`src/rtl/display_scan_pkg.sv`:
```
// ============================================================================
// Module  : display_scan_pkg
// Brief   : Shared constants, state encoding and digit helper for the scan driver.
// Revision: 1.0
// ============================================================================
`default_nettype none

package display_scan_pkg;

  localparam logic [6:0] SEG_ZERO  = 7'b0111111;
  localparam logic [6:0] SEG_BLANK = 7'b0000000;

  localparam logic [1:0] DIGIT_ROW_ONES = 2'd0;
  localparam logic [1:0] DIGIT_ROW_TENS = 2'd1;
  localparam logic [1:0] DIGIT_COL_ONES = 2'd2;
  localparam logic [1:0] DIGIT_COL_TENS = 2'd3;

  typedef enum logic [0:0] {
    ST_BLANK = 1'b0,
    ST_SHOW  = 1'b1
  } scan_state_t;

  // Snapshot layout is {column tens, column ones, row tens, row ones}.
  function automatic logic [6:0] digit_code(input logic [27:0] snapshot,
                                            input logic [1:0]  index);
    logic [6:0] code;
    code = SEG_BLANK;
    case (index)
      DIGIT_ROW_ONES: code = snapshot[6:0];
      DIGIT_ROW_TENS: code = snapshot[13:7];
      DIGIT_COL_ONES: code = snapshot[20:14];
      DIGIT_COL_TENS: code = snapshot[27:21];
      default:        code = SEG_BLANK;
    endcase
    return code;
  endfunction

endpackage

`default_nettype wire

```
`src/rtl/scan_phase_counter.sv`:
```
// ============================================================================
// Module  : scan_phase_counter
// Brief   : 16-bit phase counter with synchronous clear and terminal-count flag.
// Revision: 1.0
// ============================================================================
`default_nettype none

module scan_phase_counter (
  input  logic        clock,
  input  logic        reset,
  input  logic        clear,
  input  logic [15:0] terminal,
  output logic        terminal_count
);

  logic [15:0] r_count;

  always_ff @(posedge clock or negedge reset) begin
    if (!reset) begin
      r_count <= 16'd0;
    end else if (clear) begin
      r_count <= 16'd0;
    end else begin
      r_count <= r_count + 16'd1;
    end
  end

  assign terminal_count = (r_count == terminal);

endmodule

`default_nettype wire

```
`src/rtl/display_scan_driver.sv`:
```
// ============================================================================
// Module  : display_scan_driver
// Brief   : Four-digit seven-segment scan driver with per-frame input snapshot.
//           Optional DISPLAY_SCAN_LEADING_ZERO_BLANK_EN blanks zero tens digits.
// Revision: 1.0
// ============================================================================
`default_nettype none

module display_scan_driver
  import display_scan_pkg::*;
#(
  parameter int SCAN_DIV     = 50000,
  parameter int BLANK_CYCLES = 500
) (
  input  logic        clock,
  input  logic        reset,
  input  logic [13:0] row_display,
  input  logic [13:0] column_display,
  output logic [6:0]  seg,
  output logic [3:0]  digit_select,
  output logic        frame_tick
);

  localparam logic [15:0] c_SHOW_TERM  = 16'(SCAN_DIV - 1);
  localparam logic [15:0] c_BLANK_TERM = 16'(BLANK_CYCLES - 1);

  scan_state_t r_state;
  scan_state_t w_state_next;
  logic [1:0]  r_index;
  logic [1:0]  w_index_next;
  logic [27:0] r_snapshot;
  logic        w_capture;
  logic [6:0]  r_seg;
  logic [6:0]  w_seg_next;
  logic [3:0]  r_digit_select;
  logic [3:0]  w_digit_select_next;
  logic        r_frame_tick;
  logic [15:0] w_terminal;
  logic        w_terminal_count;
  logic [6:0]  w_digit_raw;
  logic [6:0]  w_digit_code;

  assign w_terminal = (r_state == ST_BLANK) ? c_BLANK_TERM : c_SHOW_TERM;

  // Both phase transitions restart the shared counter.
  scan_phase_counter u_phase_counter (
    .clock          (clock),
    .reset          (reset),
    .clear          (w_terminal_count),
    .terminal       (w_terminal),
    .terminal_count (w_terminal_count)
  );

  assign w_digit_raw = digit_code(r_snapshot, r_index);

`ifdef DISPLAY_SCAN_LEADING_ZERO_BLANK_EN
  // Odd indices are the tens digits.
  assign w_digit_code = (r_index[0] && (w_digit_raw == SEG_ZERO)) ? SEG_BLANK : w_digit_raw;
`else
  assign w_digit_code = w_digit_raw;
`endif

  always_ff @(posedge clock or negedge reset) begin
    if (!reset) begin
      r_state <= ST_BLANK;
    end else begin
      r_state <= w_state_next;
    end
  end

  always_comb begin
    w_state_next        = r_state;
    w_index_next        = r_index;
    w_capture           = 1'b0;
    w_seg_next          = SEG_BLANK;
    w_digit_select_next = 4'b1111;
    case (r_state)
      ST_BLANK: begin
        if (w_terminal_count) begin
          w_state_next = ST_SHOW;
          w_capture    = (r_index == DIGIT_ROW_ONES);
        end
      end
      ST_SHOW: begin
        w_digit_select_next = ~(4'b0001 << r_index);
        w_seg_next          = w_digit_code;
        if (w_terminal_count) begin
          w_state_next = ST_BLANK;
          w_index_next = r_index + 2'd1;
        end
      end
      default: begin
        w_state_next = ST_BLANK;
      end
    endcase
  end

  always_ff @(posedge clock or negedge reset) begin
    if (!reset) begin
      r_index        <= DIGIT_ROW_ONES;
      r_snapshot     <= 28'd0;
      r_seg          <= SEG_BLANK;
      r_digit_select <= 4'b1111;
      r_frame_tick   <= 1'b0;
    end else begin
      r_index        <= w_index_next;
      r_seg          <= w_seg_next;
      r_digit_select <= w_digit_select_next;
      r_frame_tick   <= w_capture;
      if (w_capture) begin
        r_snapshot <= {column_display, row_display};
      end
    end
  end

  assign seg          = r_seg;
  assign digit_select = r_digit_select;
  assign frame_tick   = r_frame_tick;

endmodule

`default_nettype wire

```
`config.mk`:
```
export PLATFORM = sky130hd
export DESIGN_NAME = display_scan_driver
export DESIGN_NICKNAME = d
export VERILOG_FILES = /design/src/rtl/display_scan_pkg.sv /design/src/rtl/scan_phase_counter.sv /design/src/rtl/display_scan_driver.sv
export SDC_FILE = /design/constraint.sdc
export NUM_CORES = 1
export LEC_CHECK = 0
export BUFFER_PORTS_ARGS = -buffer_cell sky130_fd_sc_hd__buf_2
export CAP_MARGIN = 10
export CORE_MARGIN = 2
export CORE_UTILIZATION = 50
export DETAILED_ROUTE_END_ITERATION = 8
export GPL_TIMING_DRIVEN = 0
export PLACE_DENSITY = 0.75
export SLEW_MARGIN = 30
export SYNTH_ARGS = -nofsm -noshare
export SYNTH_HDL_FRONTEND = slang
export SYNTH_SLANG_ARGS = --single-unit
```
`constraint.sdc`:
```
create_clock -name clock -period 2.1 [get_ports clock]
set_input_delay 0.21 -clock clock [delete_from_list [all_inputs] [get_ports clock]]
set_output_delay 0.21 -clock clock [all_outputs]
set_load 0.02 [all_outputs]
```
After elaboration in Yosys (flattened, before gate mapping)
Index checks and enable logic that the tools add are counted.

cells by class
  add/subtract/negate cells = 2
  $mul = 0
  divide/modulo/power cells = 0
  $lt $le $gt $ge = 0
  equal/unequal tests = 4
  shift-type cells = 1
  muxes and demuxes = 10
  bitwise gates (word level) = 2
  reduce and logical (&&, ||, !) cells = 2

operator list
  kind                                                 number
  two-way mux 16 bit                                   2
  one-hot mux 7 bit (4 select lines)                   1
  adder 16 x 1 -> 16 bit, second input constant        1
  equality test 16 bit                                 1
  two-way mux 7 bit                                    1
  equality test 2 bit, second input constant           2
  two-way mux 1 bit                                    4
  two-way mux 4 bit                                    1
  inverter 4 bit                                       1
  left shift 1 x 2 -> 4 bit, first input constant      1
  adder 2 x 1 -> 2 bit, second input constant          1
  equality test 2 x 1 -> 1 bit, second input constant  1
  zero test 2 bit                                      1
  one-hot mux 1 bit (2 select lines)                   1
  AND reduction 2 bit                                  1
  inverter 1 bit                                       1

storage, ports and cells
  register bits after elaboration = 59
  bits in latches = 0
  memory bits (writable) = 0
  memory bits (read-only) = 0
  bits of input ports = 30
  memories kept = 0

Depth between registers and ports, before layout
  depth after elaboration = 4
  mapped depth = 8
  mapped depth without buffers = 7

Cells and area by module
Synthesis repeated with hierarchy kept, for this count alone.

unflattened totals
  cell total of the unflattened synthesis = 228
  area, all modules = 2826.5 um^2

by module, submodules not included
  module               times used  cells each  area each (um^2)
  display_scan_driver  1           126         1805.5
  scan_phase_counter   1           102         1021.0

Worst setup path before layout
No wires, ideal clock.

  kind = register to register
  start point = reg u_phase_counter.r_count[13]
  end point = reg r_snapshot[12]
  setup time = 0.125 ns
  arrival = 1.800 ns
  data required time = 1.975 ns
  setup slack = 0.175 ns
  cell stages (with the launch flop) = 7
  buffers on the path = 2
  cell sequence = dfrtp_1 -> or4_1 -> a211oi_2 -> nand4_1 -> buf_6 -> buf_6 -> mux2_4

on the way
  longest elaborated chain between the ends = 3

RTL lines
  what                      RTL line                    RTL
  start: declaration        scan_phase_counter.sv:16    logic [15:0] r_count;
  start signal: assignment  scan_phase_counter.sv:24    r_count <= r_count + 16'd1;
  equality test 16 bit      scan_phase_counter.sv:28    assign terminal_count = (r_count == terminal);
  two-way mux 1 bit         display_scan_driver.sv:79   if (w_terminal_count) begin
  two-way mux 1 bit         display_scan_driver.sv:77   case (r_state)
  end signal: assignment    display_scan_driver.sv:111  r_snapshot <= {column_display, row_display};
  end: declaration          display_scan_driver.sv:31   logic [27:0] r_snapshot;

Every way passes these cells.
A chain may end at the register's enable or synchronous reset.

Final worst setup path
  start point = reg u_phase_counter.r_count[10]
  end point = reg r_snapshot[15]

The elaborated chain is that of the path after synthesis.

==> summary.txt <==
Synthesis
  – Seq/Total Area, Yosys: between 50 and 60%
  – Number of flops mapped to enable cells by yosys: 0
  – Mapped Area: roughly 2600 µm²
  – Synthesized flop and latch total: between 50 and 60
  – Adder-cell share of the synthesized area: under 10%
  – Avg Inst Size Synth: about 13 µm²
  – Xor/xnor cell area share of the yosys netlist: under 10%
  – Mux cell area share after synthesis: ~14%
  – Post-Synthesis Cells: roughly 200
  – Synth async-reset ratio: 100%
  – Synth Area in Simple Gates: 11.7%
  – Complex-gate fraction of the synthesized area: under 10%
  – Distinct cells, synth: 30
  – Main combinational cell family by area after synthesis: multiplexers
  – Yosys Warn Count: 0
  – Main synth FF type: dfrtp_1
  – Synthesized Nets: approximately 240

Finish
  – Final #Nets: ~300
  – Ant diodes: 0
  – Most frequent cells in the layout: dfrtp_1, buf_2, mux2_2
  – Fraction of layout cells with a size suffix above 1: approximately 39%
  – Layout area overhead: 23.9%
  – Commonest non-fill, non-tap cell in the layout: dfrtp_1
  – # fillers: a little over 400

Run status
  – Status: finished clean

Timing
  – Fmax: 479 MHz
  – Final Hold Fails: 0
  – Max Slew Vio Count: 0
  – WHS: approximately 110 ps
  – Unrepaired setup endpoints after global routing: yes
  – Slew HR: a little over half
  – Max Clock Skew: 8.45 ps
  – Setup Viol. Count Final: 0
  – Period utilization: 99.5%
  – Worst slew pin tran: ~700 ps
  – Fin crit period: about 2100 ps
  – Setup Total Neg Slack: 0 ps

Drt
  – Wl on met1: around 2300 µm
  – Drt drc: 0
  – Routed length on met2: 2180 µm
  – Final antenna-violating net count: 0
  – Routed wl met3: about 270 µm
  – Routed wire per std cell: roughly 14 µm
  – DRT Pass-1 Iters: 7
  – DRT Wirelength: roughly 4800 µm
  – Vias: around 1800
  – Number of DRC markers in iteration 0: ~170
  – Top Layer Used: met4
  – Drt via density: between 5 and 6

Power
  – Fraction of power consumed by sequential logic: around 50%
  – Leak pwr: 1.50 nW
  – Pint: ~1.9 mW
  – Sw Ratio: between 20% and 30%
  – Total power: 2.35 mW
  – Power Density: 739 nW/µm²
  – Clk pwr share: a little under half
  – Combinational power share: between 3 and 4%
  – Max VDD drop: 0.000634 V
  – NetSw: about 0.48 mW

Global routing
  – Initial antenna violation count: 0
  – Global-route usage over all layers: 18.0%
  – Vias in the first global route: 1599
  – Largest net degree at the start of global routing: 60
  – GRT overflow: 0
  – First-pass GRT wire length: 7450 µm

Worst setup path
  – Worst Reg-to-Reg Cells: 6
  – R2R Path End: r_snapshot[15]$_DFFE_PN0P_
  – Crit-path max FO: 10
  – R2R Setup Slk: between 10 and 15 ps
  – Crit path DAT: 2300 ps
  – Critical path endpoint category: flip-flop
  – RR Startpoint: u_phase_counter.r_count[10]$_DFF_PN0_
  – Crit start category: flip-flop
  – Req. time, crit path: between 2000 and 2500 ps
  – Critical path class: reg2reg

Min path
  – Worst hold stages: 2
  – Hold WC Path Type: in2reg
  – HP Start: row_display[3]
  – Worst hold path endpoint: r_snapshot[3]$_DFFE_PN0P_

Clock network
  – CTS Sinks: between 50 and 60
  – Clock Pin Slew Worst Setup and Hold Paths: roughly 70 ps
  – CTS Buf Count: 9
  – CTS tree: yes
  – Clock root buffer: clkbuf_8
  – Clk_lat worst skew: 330 ps
  – H-tree depth reported by CTS: 3
  – Clk buf depth: 2

Die
  – Die Wd: between 70 and 80 µm
  – Core area: 5040 µm²
  – Die outline area: 5730 µm²
  – Row Count: 26
  – I/O Pins: 42
  – Die height: ~76 µm
  – Initial Utilization: roughly 51%

Placed design
  – GP Congestion: between 0.8 and 0.9
  – Hpwl dp: 3240 µm
  – I/O Buffers: a little over 40

Job
  – Max-cap violations: 0
[area by class of cell]
cell class / count / area (µm²) / area share [%]
buffer: 9 / 62.6 / 1.97
clock buffer: 11 / 131 / 4.13
clock inverter: 5 / 77.6 / 2.44
inverter: 6 / 22.5 / 0.708
multi-input combinational: 131 / 1030 / 32.5
sequential: 59 / 1480 / 46.5
tap: 70 / 87.6 / 2.75
timing repair buffer: 51 / 285 / 8.96
[cells by family after synthesis]
logic type,Yosys count
buf+inv,15
compound gates,22
flops,59
fa+ha+maj,7
simple gates,61
mux,28
xor+xnor,13
[layer usage]
layer / vias to the layer above / GRT usage, %
met2: 44 / 24.9
met1: 854 / 25.6
met5: - / 0
met4: 0 / 7.60
li1: 848 / -
met3: 6 / 6.48
[synth_stat cells, drive strengths merged, types with 2 or more instances]
| cell type | count | share of area [%] |
|---|---|---|
| a21oi | 2 | 0.39 |
| a222oi | 7 | 2.7 |
| and2 | 7 | 1.7 |
| buf | 4 | 1.3 |
| clkbuf | 5 | 0.73 |
| dfrtp | 55 | 54 |
| dfstp | 4 | 4.1 |
| ha | 7 | 3.4 |
| inv | 6 | 0.88 |
| mux2 | 28 | 14 |
| nand2 | 16 | 2.3 |
| nand3 | 9 | 1.8 |
| nand4 | 4 | 0.97 |
| nor2 | 12 | 1.8 |
| nor2b | 2 | 0.49 |
| nor3 | 5 | 0.97 |
| nor4 | 2 | 0.49 |
| o21ai | 9 | 1.8 |
| xnor2 | 8 | 2.7 |
| xor2 | 5 | 1.7 |
[flip-flops by register name (all words and copies together), names as in the netlist]
signal                   count
r_snapshot                  28
digit_select                 4
seg                          7
r_state                      1
frame_tick                   1
r_index                      2
u_phase_counter.r_count     16
[metrics by stage]
stage / setup WS, ps / utilization, % / cells / instance area [µm²]
2_1_floorplan: 175 / - / 205 / 2570
6_report: 11.2 / 63.1 / 342 / 3180
5_1_grt: -54.9 / 63.1 / 342 / 3180
3_3_place_gp: -16.8 / 56.8 / 316 / 2860
3_5_place_dp: -38.6 / 56.8 / 316 / 2870
4_1_cts: 0.297 / 61.2 / 333 / 3090
[how the worst max path moves through the flow]
| stage | slack, ps | cells after the start | endpoint | startpoint |
|---|---|---|---|---|
| final | 10 | 6 | r_snapshot[15]$_DFFE_PN0P_ | u_phase_counter.r_count[10]$_DFF_PN0_ |
| after global placement | -20 | 6 | r_index[0]$_DFFE_PN0P_ | u_phase_counter.r_count[12]$_DFF_PN0_ |
| after global routing | -50 | 6 | r_snapshot[20]$_DFFE_PN0P_ | u_phase_counter.r_count[10]$_DFF_PN0_ |
| after detailed placement | -40 | 7 | r_index[1]$_DFFE_PN0P_ | u_phase_counter.r_count[7]$_DFF_PN0_ |
| after floorplan | 170 | 6 | r_snapshot[12]$_DFFE_PN0P_ | u_phase_counter.r_count[13]$_DFF_PN0_ |
| after CTS | 0.3 | 6 | r_snapshot[15]$_DFFE_PN0P_ | u_phase_counter.r_count[7]$_DFF_PN0_ |
[worst max-delay path, cell delays in order, from the launching register on]
cell      delay [ps]
dfrtp_1          400
or4_4            550
a211oi_4         250
nand4_1          160
buf_6            170
buf_12           140
mux2_4           290
[power by group through the flow]
stage                     registers (mW)  logic, mW  clock network [mW]
after global placement              1.20     0.0845                   0
after detailed placement            1.20     0.0863                   0
after floorplan                     1.19     0.0335                   0
after global routing                1.18     0.0969                1.16
final                               1.18     0.0853                1.09
after CTS                           1.18     0.0879                1.11
[repair_timing]
item,in CTS,in global routing
endpoints found under the setup margin,2,11
hold buffers,1,0
pin swaps,0,3
resized for setup,1,8
setup buffers,0,9
hold endpoints to repair,55,0
gates cloned,0,0
No activity file was read; power rests on OpenSTA's default activity.
